File: src/rtl/instruction_controller_if.sv
// Control/status bundle between the instruction controller and the rest of
// the processor: instruction ROM port, user Enter switch, datapath flags and
// the control word driven into the A-register datapath.
interface instruction_controller_if #(
  parameter int ADDR_WIDTH = 5
);
  logic [7:0]            Instr;
  logic                  Enter;
  logic                  Aeq0;
  logic                  Apos;
  logic [ADDR_WIDTH-1:0] PCaddr;
  logic [1:0]            Asel;
  logic                  Aload;
  logic                  Sub;
  logic                  OutStrobe;
  logic                  Halted;

  // Controller side: consumes ROM data, Enter and flags; drives controls.
  modport master (
    input  Instr, Enter, Aeq0, Apos,
    output PCaddr, Asel, Aload, Sub, OutStrobe, Halted
  );

  // Datapath / ROM / environment side.
  modport slave (
    output Instr, Enter, Aeq0, Apos,
    input  PCaddr, Asel, Aload, Sub, OutStrobe, Halted
  );
endinterface

File: src/rtl/instruction_controller.sv
// Instruction controller for the 8-bit A-register datapath.
// Three-cycle FETCH/DECODE/EXECUTE loop against a 1-cycle synchronous ROM,
// plus an IN handshake (WAIT_IN/WAIT_REL) and a sticky HALT state.
module instruction_controller #(
  parameter int ADDR_WIDTH  = 5,
  parameter int ROM_LATENCY = 1
) (
  input  logic                    Clock,
  input  logic                    Reset,
  instruction_controller_if.master bus
);

  // The FETCH->DECODE spacing only works for a single-cycle ROM, and the
  // address field of an instruction is only five bits wide.
  if (ROM_LATENCY != 1) begin : g_lat_chk
    $error("instruction_controller: ROM_LATENCY must be 1");
  end
  if (ADDR_WIDTH > 5 || ADDR_WIDTH < 1) begin : g_aw_chk
    $error("instruction_controller: ADDR_WIDTH must be 1..5");
  end

  typedef enum logic [2:0] {
    FETCH, DECODE, EXECUTE, WAIT_IN, WAIT_REL, HALT
  } state_t;

  localparam logic [2:0] OP_IN   = 3'b000;
  localparam logic [2:0] OP_OUT  = 3'b001;
  localparam logic [2:0] OP_ADD  = 3'b010;
  localparam logic [2:0] OP_SUB  = 3'b011;
  localparam logic [2:0] OP_LDQ  = 3'b100;
  localparam logic [2:0] OP_JZ   = 3'b101;
  localparam logic [2:0] OP_JPOS = 3'b110;
  localparam logic [2:0] OP_HALT = 3'b111;

  localparam logic [1:0] ASEL_IN  = 2'b00;
  localparam logic [1:0] ASEL_ALU = 2'b01;
  localparam logic [1:0] ASEL_Q   = 2'b10;

  state_t                state, state_nxt;
  logic [ADDR_WIDTH-1:0] pc, pc_nxt;
  logic [7:0]            ir, ir_nxt;
  logic [2:0]            op;
  logic [ADDR_WIDTH-1:0] target;

  assign op         = ir[7:5];
  assign target     = ir[ADDR_WIDTH-1:0];
  assign bus.PCaddr = pc;

  // State, PC and IR registers; reset aborts any in-flight instruction.
  always_ff @(posedge Clock or negedge Reset) begin
    if (!Reset) begin
      state <= FETCH;
      pc    <= '0;
      ir    <= '0;
    end else begin
      state <= state_nxt;
      pc    <= pc_nxt;
      ir    <= ir_nxt;
    end
  end

  // Next-state, PC/IR update and control-word decode from state and IR.
  // Controls are decoded only from registers, except the WAIT_IN load which
  // must follow the Enter level so a press already held on entry loads on
  // the very first WAIT_IN cycle.
  always_comb begin
    state_nxt     = state;
    pc_nxt        = pc;
    ir_nxt        = ir;
    bus.Asel      = ASEL_IN;
    bus.Aload     = 1'b0;
    bus.Sub       = 1'b0;
    bus.OutStrobe = 1'b0;
    bus.Halted    = 1'b0;

    case (state)
      FETCH: begin
        // ROM samples PCaddr=pc at the end of this cycle; wraps naturally.
        pc_nxt    = pc + ADDR_WIDTH'(1);
        state_nxt = DECODE;
      end

      DECODE: begin
        // ROM word for the address presented in FETCH is valid now.
        ir_nxt    = bus.Instr;
        state_nxt = EXECUTE;
      end

      EXECUTE: begin
        state_nxt = FETCH;
        case (op)
          OP_IN:   state_nxt = WAIT_IN;
          OP_OUT:  bus.OutStrobe = 1'b1;
          OP_ADD: begin
            bus.Asel  = ASEL_ALU;
            bus.Aload = 1'b1;
          end
          OP_SUB: begin
            bus.Asel  = ASEL_ALU;
            bus.Sub   = 1'b1;
            bus.Aload = 1'b1;
          end
          OP_LDQ: begin
            bus.Asel  = ASEL_Q;
            bus.Aload = 1'b1;
          end
          // Flags reflect A after the previous instruction's load; a taken
          // branch overrides the increment already done in FETCH.
          OP_JZ:   if (bus.Aeq0) pc_nxt = target;
          OP_JPOS: if (bus.Apos) pc_nxt = target;
          OP_HALT: state_nxt = HALT;
          default: state_nxt = FETCH;
        endcase
      end

      WAIT_IN: begin
        if (bus.Enter) begin
          bus.Asel  = ASEL_IN;
          bus.Aload = 1'b1;
          state_nxt = WAIT_REL;
        end
      end

      // Wait for the switch to drop so one press cannot feed two INs.
      WAIT_REL: begin
        if (!bus.Enter) state_nxt = FETCH;
      end

      HALT: begin
        bus.Halted = 1'b1;
      end

      default: state_nxt = FETCH;
    endcase
  end

endmodule

File: src/flat_wrapper.sv
// flat-port wrapper written by rule: the top's interface ports become plain ports
module instruction_controller_flat 
#(
  parameter int ADDR_WIDTH  = 5,
  parameter int ROM_LATENCY = 1
)
  (Clock, Reset, bus_Instr, bus_Enter, bus_Aeq0, bus_Apos, bus_PCaddr, bus_Asel, bus_Aload, bus_Sub, bus_OutStrobe, bus_Halted);
  instruction_controller_if #(.ADDR_WIDTH(ADDR_WIDTH)) bus_i ();
  input  logic Clock;
  input  logic Reset;
  input wire logic [$bits(bus_i.Instr)-1:0] bus_Instr;
  input wire logic [$bits(bus_i.Enter)-1:0] bus_Enter;
  input wire logic [$bits(bus_i.Aeq0)-1:0] bus_Aeq0;
  input wire logic [$bits(bus_i.Apos)-1:0] bus_Apos;
  output wire logic [$bits(bus_i.PCaddr)-1:0] bus_PCaddr;
  output wire logic [$bits(bus_i.Asel)-1:0] bus_Asel;
  output wire logic [$bits(bus_i.Aload)-1:0] bus_Aload;
  output wire logic [$bits(bus_i.Sub)-1:0] bus_Sub;
  output wire logic [$bits(bus_i.OutStrobe)-1:0] bus_OutStrobe;
  output wire logic [$bits(bus_i.Halted)-1:0] bus_Halted;
  assign bus_i.Instr = bus_Instr;
  assign bus_i.Enter = bus_Enter;
  assign bus_i.Aeq0 = bus_Aeq0;
  assign bus_i.Apos = bus_Apos;
  assign bus_PCaddr = bus_i.PCaddr;
  assign bus_Asel = bus_i.Asel;
  assign bus_Aload = bus_i.Aload;
  assign bus_Sub = bus_i.Sub;
  assign bus_OutStrobe = bus_i.OutStrobe;
  assign bus_Halted = bus_i.Halted;
  instruction_controller #(.ADDR_WIDTH(ADDR_WIDTH), .ROM_LATENCY(ROM_LATENCY)) u_core (.Clock(Clock), .Reset(Reset), .bus(bus_i));
endmodule
File: config.mk
export PLATFORM = sky130hd
export DESIGN_NAME = instruction_controller_flat
export DESIGN_NICKNAME = d
export VERILOG_FILES = /design/src/rtl/instruction_controller_if.sv /design/src/rtl/instruction_controller.sv /design/src/flat_wrapper.sv
export SDC_FILE = /design/constraint.sdc
export NUM_CORES = 1
export LEC_CHECK = 0
export ABC_AREA = 1
export BUFFER_PORTS_ARGS = -buffer_cell sky130_fd_sc_hd__buf_2
export CAP_MARGIN = 40
export CORE_MARGIN = 1.5
export CORE_UTILIZATION = 25
export DETAILED_ROUTE_END_ITERATION = 12
export HOLD_SLACK_MARGIN = 0.02
export PLACE_DENSITY = 0.51
export SYNTH_ARGS = -nofsm -noshare
export SYNTH_HDL_FRONTEND = slang
export SYNTH_SLANG_ARGS = --single-unit
File: constraint.sdc
create_clock -name Clock -period 2.45 [get_ports Clock]
set_input_delay 0.735 -clock Clock [delete_from_list [all_inputs] [get_ports Clock]]
set_output_delay 0.735 -clock Clock [all_outputs]
set_load 0.005 [all_outputs]
==> metrics, run 1 <==
status completed; Final Skew 1.533 ps; Yosys top cell area share 43.60%; fin area 1135 sq um; H-tree levels 1; Synth warnings 0; Clk pwr share 17.0%; CTS hold repair buffers 0; Power Dens Cells 1228 nW/um^2; Syn Nets 127; fin. max-slew vios 0; Worst Path Required 1710 ps; post-synthesis cell area 918.4 sq um; Overflow after GRT 0; MaxCap Viol Count 0; WL/cell 10.69 microns; count of flip-flops with a built-in enable after synthesis 0; Reg power frac 37.7%; Slew @ Worst Pin 368.9 ps; layout cells sized above 1 28.06%; Tot GR Track Use 11.16%; DRT iter0 DRCs 15; R2R Path End u_core.bus.PCaddr[2]; number of antenna-violating nets in the routed design 0; die area 4046 sq um; Sw Share 42.66%; setup violators final 0; initial antenna violation count 0; CP Class register to output port; postcts setup bufs 0; 1st-pass router iterations 4; Post-Synth XOR/XNOR Area 0%; setup TNS 0 ps; Synth top cells by count nand2_1 (34), dfrtp_1 (16), inv_1 (13), nand3_1 (13), nor2_1 (11); Power Total 1.394 mW; Worst R2R Start u_core.bus.PCaddr[0]; vias per cell 4.324; post-synthesis mux area share 6.131%; Startpoint Class register; Clock transition at path regs 70 ps; DP Worst Slack 550.3 ps; Final Critical Period 2161 ps; vias in the first global route 749; largest family of logic cells by synthesized area simple AND/OR/NAND/NOR gates; arrival time worst endpoint 1430 ps; largest net degree at the start of global routing 17; I/O Buffers 23; top-count cell post-synth nand2_1; clk buf depth 2; HPWL Detailed 1554 microns; Initial Util 26.68%; maximum clock rate 462.8 MHz; # clock sinks 16; post-synth cell types 20; clock insertion delay at the later pin of the skew report 250 ps; FF+latch count, synth 16; endpoints failing hold 0; crit end category output port; vias 800; fin worst setup slack 289.2 ps; FP Rows 21; Synth Area in Simple Gates 38.83%; total wire length 1978 microns; Die W 63.61 microns; CTS buffer count 3; critical path startpoint u_core.state[0]; Mean Syn Cell Area 8.127 sq um; Placed Area 1080 sq um; Peak VDD IR 0.3101 mV; first-pass GRT wire length 3505 microns; area grow syn2layout 23.57%; worst r2r path cells 6; die height 63.61 microns; root buf cell clkbuf_8; Sw Pwr 0.5946 mW; fillers 391; combinational group share of total power 45.3%; core area 3442 sq um; PostCTS Resize Cnt 0; Cells after Synth 113; Pint 0.7990 mW; # IOs 24; Fin Hold WS 393.9 ps; RSZ-0062 raised after global routing false; compound-cell area share of the yosys netlist 3.542%; fin crit share 88.20%; adder-cell area share of the yosys netlist 1.362%; RePlAce Congestion 0.8208; Leak Pwr 0.6306 nW; Hold Crit Class input pin to asynchronous set/reset pin; Max FO, Critical Path 9; fin nets 154; crit path to bus_Sub; clock tree from TritonCTS yes; top cell type by total area after synthesis dfrtp_1; Slew headroom 75.41%; sequential area share after synthesis 43.60%; setup slack, reg-to-reg 1100 ps; antenna cells 0; ys async rst share 100.0%; Post-route DRC 0; ranking of synthesized cells by area dfrtp_1 (44%), nand2_1 (14%), nand3_1 (7.1%); Top FF cell, synth dfrtp_1
==> layer usage <==
layer  track usage [%]  up-vias  share of wire (%)
li1                  -      417                  -
met1             15.30      358                 50
met2             16.18       23                 44
met3             4.286        2                5.6
met4             3.261        0               0.61
met5                 0        -                  0
==> how the worst min path moves through the flow <==
stage | endpoint | slack, ps | cells past startpoint
2_1_floorplan | u_core.bus.PCaddr[0] | 440 | 0
3_3_place_gp | u_core.ir[3] | 500 | 1
3_5_place_dp | u_core.ir[4] | 500 | 1
4_1_cts | u_core.state[0] | 410 | 1
5_1_grt | u_core.bus.PCaddr[1] | 410 | 1
6_report | u_core.bus.PCaddr[2] | 390 | 1
==> power groups by stage <==
stage	combinational, mW	sequential (mW)	clock, mW
floorplan	0.499	0.502	0
detailed placement	0.636	0.530	0
global placement	0.626	0.525	0
CTS	0.639	0.525	0.243
global route	0.729	0.549	0.255
finish	0.632	0.525	0.236
==> area by class of cell <==
| cell class | instances | area [sq um] | area share (%) |
|---|---|---|---|
| clock buffers | 4 | 55.05 | 4.851 |
| inverters | 13 | 48.80 | 4.300 |
| multi-input cells | 83 | 457.9 | 40.35 |
| flip-flops and latches | 16 | 400.4 | 35.28 |
| well taps | 46 | 57.56 | 5.072 |
| repair buffers | 23 | 115.1 | 10.14 |
==> placed cells by master (no fill, tap or decap) <==
master    instances
o21ai_0           1
mux2_2            5
nand2_1          34
inv_1            13
nor2_1           11
nand3_4           1
nor2_8            1
ha_1              1
or2_2             1
nor2_2            1
nor4_1            1
a21oi_1           4
nand4_1           3
o21a_1            1
nand3b_1          2
nand2_4           2
buf_2            23
clkbuf_8          4
nand3_1          13
dfrtp_1          16
nand3_2           1
==> critical path, stage by stage, from the launching register on <==
cell     delay [ps]
dfrtp_1         430
nor2_2          180
nand2_4         130
nor2_1          140
nand2_1          90
nor2_1           90
buf_2           110
==> kinds of logic (layout without fill, tap and decap cells) <==
| logic type | count (synthesis) | after routing |
|---|---|---|
| AOI/OAI and AO/OA | 6 | 6 |
| muxes | 5 | 5 |
| buffers and inverters | 14 | 40 |
| and+or+nand+nor | 71 | 71 |
| DFF | 16 | 16 |
| adders and majority gates | 1 | 1 |
==> per-stage QoR <==
step | std cells | util, %
after global routing | 185 | 32.97
final | 185 | 32.97
after detailed placement | 181 | 31.37
after floorplan | 113 | -
after CTS | 185 | 32.97
after global placement | 181 | 31.37
==> state kept, by name (all words and copies together) (netlist names) <==
register / flops
u_core.ir: 8
u_core.bus.PCaddr: 5
u_core.state: 3
No activity file was read; power rests on OpenSTA's default activity.
==> run 2, diff against run 1 <==
ABC_AREA = default   (was 1)
==> run 2 against run 1 <==
Clock power shrank 3%; fmax shrank 7.8%; routed wire length shrank 2.3%; synthesized cell count shrank 30%; core utilization grew 0.47 points; count of clock-buffer cells in the layout is the same; sequential power grew 3%; flip-flop and latch count is the same; cell count shrank 18%; combinational power grew 22%; worst hold slack lost 4.9 ps; critical endpoint unchanged; largest cell class unchanged; highest routed layer unchanged.
==> metrics, run 2 <==
fin area 1151 sq um (+1.4%); CTS hold repair buffers 0 (unchanged); Slew @ Worst Pin 645.1 ps (+276.2 ps); arrival time worst endpoint 1610 ps (+180 ps); 1st-pass router iterations 4 (unchanged); commonest non-fill, non-tap cells in the layout buf_2 (23), dfrtp_1 (16), mux2_2 (9), inv_1 (5), mux2i_1 (5); area grow syn2layout 24.83%; area of the multi-input gates 481.7 sq um (+5.2%); Placed Area 1085 sq um (+0.46%); Largest Register u_core.ir; # IOs 24 (unchanged); fin nets 120 (-22%); Overflow after GRT 0 (unchanged); largest net degree at the start of global routing 17 (unchanged); ys async rst share 100.0% (unchanged); count of flip-flops with a built-in enable after synthesis 0 (unchanged); FF+latch count, synth 16 (unchanged); met2 WL 1027 microns (+18%); top-count cell post-synth dfrtp_1; commonest non-fill, non-tap cell in the layout buf_2; CTS buffer count 3 (unchanged); Power Dens Cells 1339 nW/um^2 (+9.1%); max reg flops 8 (unchanged); Clk pwr share 14.9% (-2.1 points); setup TNS 0 ps (unchanged); FF/Latch Area 400.4 sq um (unchanged); # clock sinks 16 (unchanged); H-tree levels 1 (unchanged); RSZ-0062 raised after global routing false; Synth top cells by count dfrtp_1 (16), mux2_2 (9), inv_1 (5), mux2i_1 (5); WL met1 834 microns (-15%); Reg power frac 35.2% (-2.5 points); post-synthesis cell area 922.1 sq um (+0.41%); die height 63.74 microns (+0.20%); Final Critical Period 2345 ps (+184.0 ps); layout cells sized above 1 44.76% (+17 points); Post-route DRC 0 (unchanged); Hold Crit Class input pin to asynchronous set/reset pin; I/O Buffers 23 (unchanged); crit end category output port; vias 736 (-8.0%); fin. max-slew vios 0 (unchanged); Critical Path Max Stage Delay 470 ps (+40 ps); HPWL Detailed 1515 microns (-2.5%); ranking of synthesized cells by area dfrtp_1 (43%), mux2_2 (11%), mux2i_1 (5.4%); top cell type by total area after synthesis dfrtp_1; met3 WL 33 microns (-70%); Die W 63.74 microns (+0.20%); DRT iter0 DRCs 17 (+2); Yosys top cell area share 43.42% (-0.18 points); Leak Pwr 0.5309 nW (-16%); fin crit share 95.71% (+7.5 points); fillers 345 (-12%); Max FO, Critical Path 7 (-2); total wire length 1932 microns (-2.3%); Syn Nets 93 (-27%); FP Rows 21 (unchanged); Cells after Synth 79 (-30%); Pint 0.9634 mW (+21%); die area 4062 sq um (+0.39%); MaxCap Viol Count 0 (unchanged); status completed; Sw Pwr 0.5782 mW (-2.7%); vias per cell 4.874 (+13%); Sw Share 37.51% (-5.2 points); Power Total 1.542 mW (+11%); clock insertion delay at the later pin of the skew report 250 ps (about the same); setup violators final 0 (unchanged); CP Class register to output port; Clock transition at path regs 60 ps (about the same); vias in the first global route 724 (-3.3%); maximum clock rate 426.5 MHz (-7.8%); Peak VDD IR 0.2729 mV (-12%); clock tree from TritonCTS yes; Top FF cell, synth dfrtp_1; endpoints failing hold 0 (unchanged); Slew headroom 56.80% (-19 points); number of antenna-violating nets in the routed design 0 (unchanged); Synth warnings 0 (unchanged); sequential area share after synthesis 43.42% (-0.18 points); final core occ 33.44% (+0.47 points); initial antenna violation count 0 (unchanged); Initial Util 26.79% (+0.11 points); DR top layer met4; Startpoint Class register; WL/cell 12.79 microns (+20%); Mean Syn Cell Area 11.67 sq um (+44%); antenna cells 0 (unchanged); combinational group share of total power 49.8% (+4.5 points); Worst Path Required 1710 ps (about the same); core area 3442 sq um (unchanged); first-pass GRT wire length 3339 microns (-4.7%); worst-path cell chain or3b_4 > nor3b_2 > and2_1 > buf_2; RePlAce Congestion 0.8411 (+2.5%); clk buf depth 2 (unchanged); post-synth cell types 34 (+70%); root buf cell clkbuf_8; Final Skew 4.159 ps (+2.625 ps); Tot GR Track Use 10.52% (-0.63 points); Critical Path Slowest Stage Cell or3b_4
==> run 2: cell count changes in the layout (fill, tap and decap cells not counted), sizes merged, moves of 3 or more <==
cell,delta
o311ai,+3
nor2,-12
buf,+3
mux2,+5
inv,-8
a21oi,-3
mux2i,+5
nand2,-34
nand3,-14
a22oi,+3
nor3b,+5
==> run 2: path summary, 6_finish.rpt <==
| path | cells past startpoint | to | start | slack [ps] |
|---|---|---|---|---|
| min in group Clock | 1 | u_core.ir[2] | u_core.ir[2] | 510 |
| min reg2reg | 1 | u_core.ir[2] | u_core.ir[2] | 510 |
| max | 4 | bus_Sub | u_core.state[0] | 110 |
| max reg2reg | 4 | u_core.bus.PCaddr[1] | u_core.state[0] | 710 |
| max in group asynchronous | 1 | u_core.bus.PCaddr[0] | Reset | 1800 |
| min | 1 | u_core.bus.PCaddr[4] | Reset | 390 |
==> run 2: critical path, delay by kind of cell (launching register included) <==
kind,cells,cell delay [ps]
buf+inv,1,100
flops,1,380
simple gates,3,880
==> run 2: power groups by stage <==
stage / logic [mW] / clock network, mW / registers [mW]
finish: 0.768 / 0.230 / 0.543
global route: 0.853 / 0.251 / 0.571
CTS: 0.771 / 0.235 / 0.536
detailed placement: 0.759 / 0 / 0.541
global placement: 0.742 / 0 / 0.536
floorplan: 0.591 / 0 / 0.512
==> run 2: what timing repair did <==
item,in CTS,in global routing
resized for setup,1,1
buffers inserted,0,0
endpoints found under the hold margin,0,0
gates cloned,0,0
endpoints found under the setup margin,2,1
==> run 2: cell families after synthesis <==
| family | count (synthesis) | share of synthesized area (%) |
|---|---|---|
| AND/OR/NAND/NOR | 22 | 18.72 |
| AO/OA/AOI/OAI | 16 | 13.30 |
| flip-flops | 16 | 43.42 |
| multiplexers | 15 | 17.64 |
| buffers and inverters | 9 | 5.563 |
| adder cells (fa/ha/maj) | 1 | 1.357 |
==> run 2: routing by layer <==
layer,vias up,global-route usage (%)
li1,354,-
met1,369,12.31
met2,9,17.76
met3,4,2.113
met4,0,6.250
met5,-,0
==> run 2: per-stage QoR <==
stage | worst slack, ps | hold WS (ps) | cells
6_report | 105.2 | 389.0 | 151
5_1_grt | 28.91 | 409.6 | 151
4_1_cts | 104.6 | 398.3 | 151
3_5_place_dp | 270.9 | 494.9 | 147
3_3_place_gp | 289.0 | 495.9 | 147
2_1_floorplan | 307.0 | 439.4 | 79
==> run 2: layout make-up <==
type | instances | share of cell area (%)
Timing Repair Buffer | 26 | 11.96
Sequential cell | 16 | 34.78
Clock buffer | 4 | 4.783
Inverter | 5 | 1.630
Tap cell | 46 | 5.000
Multi-Input combinational cell | 54 | 41.85
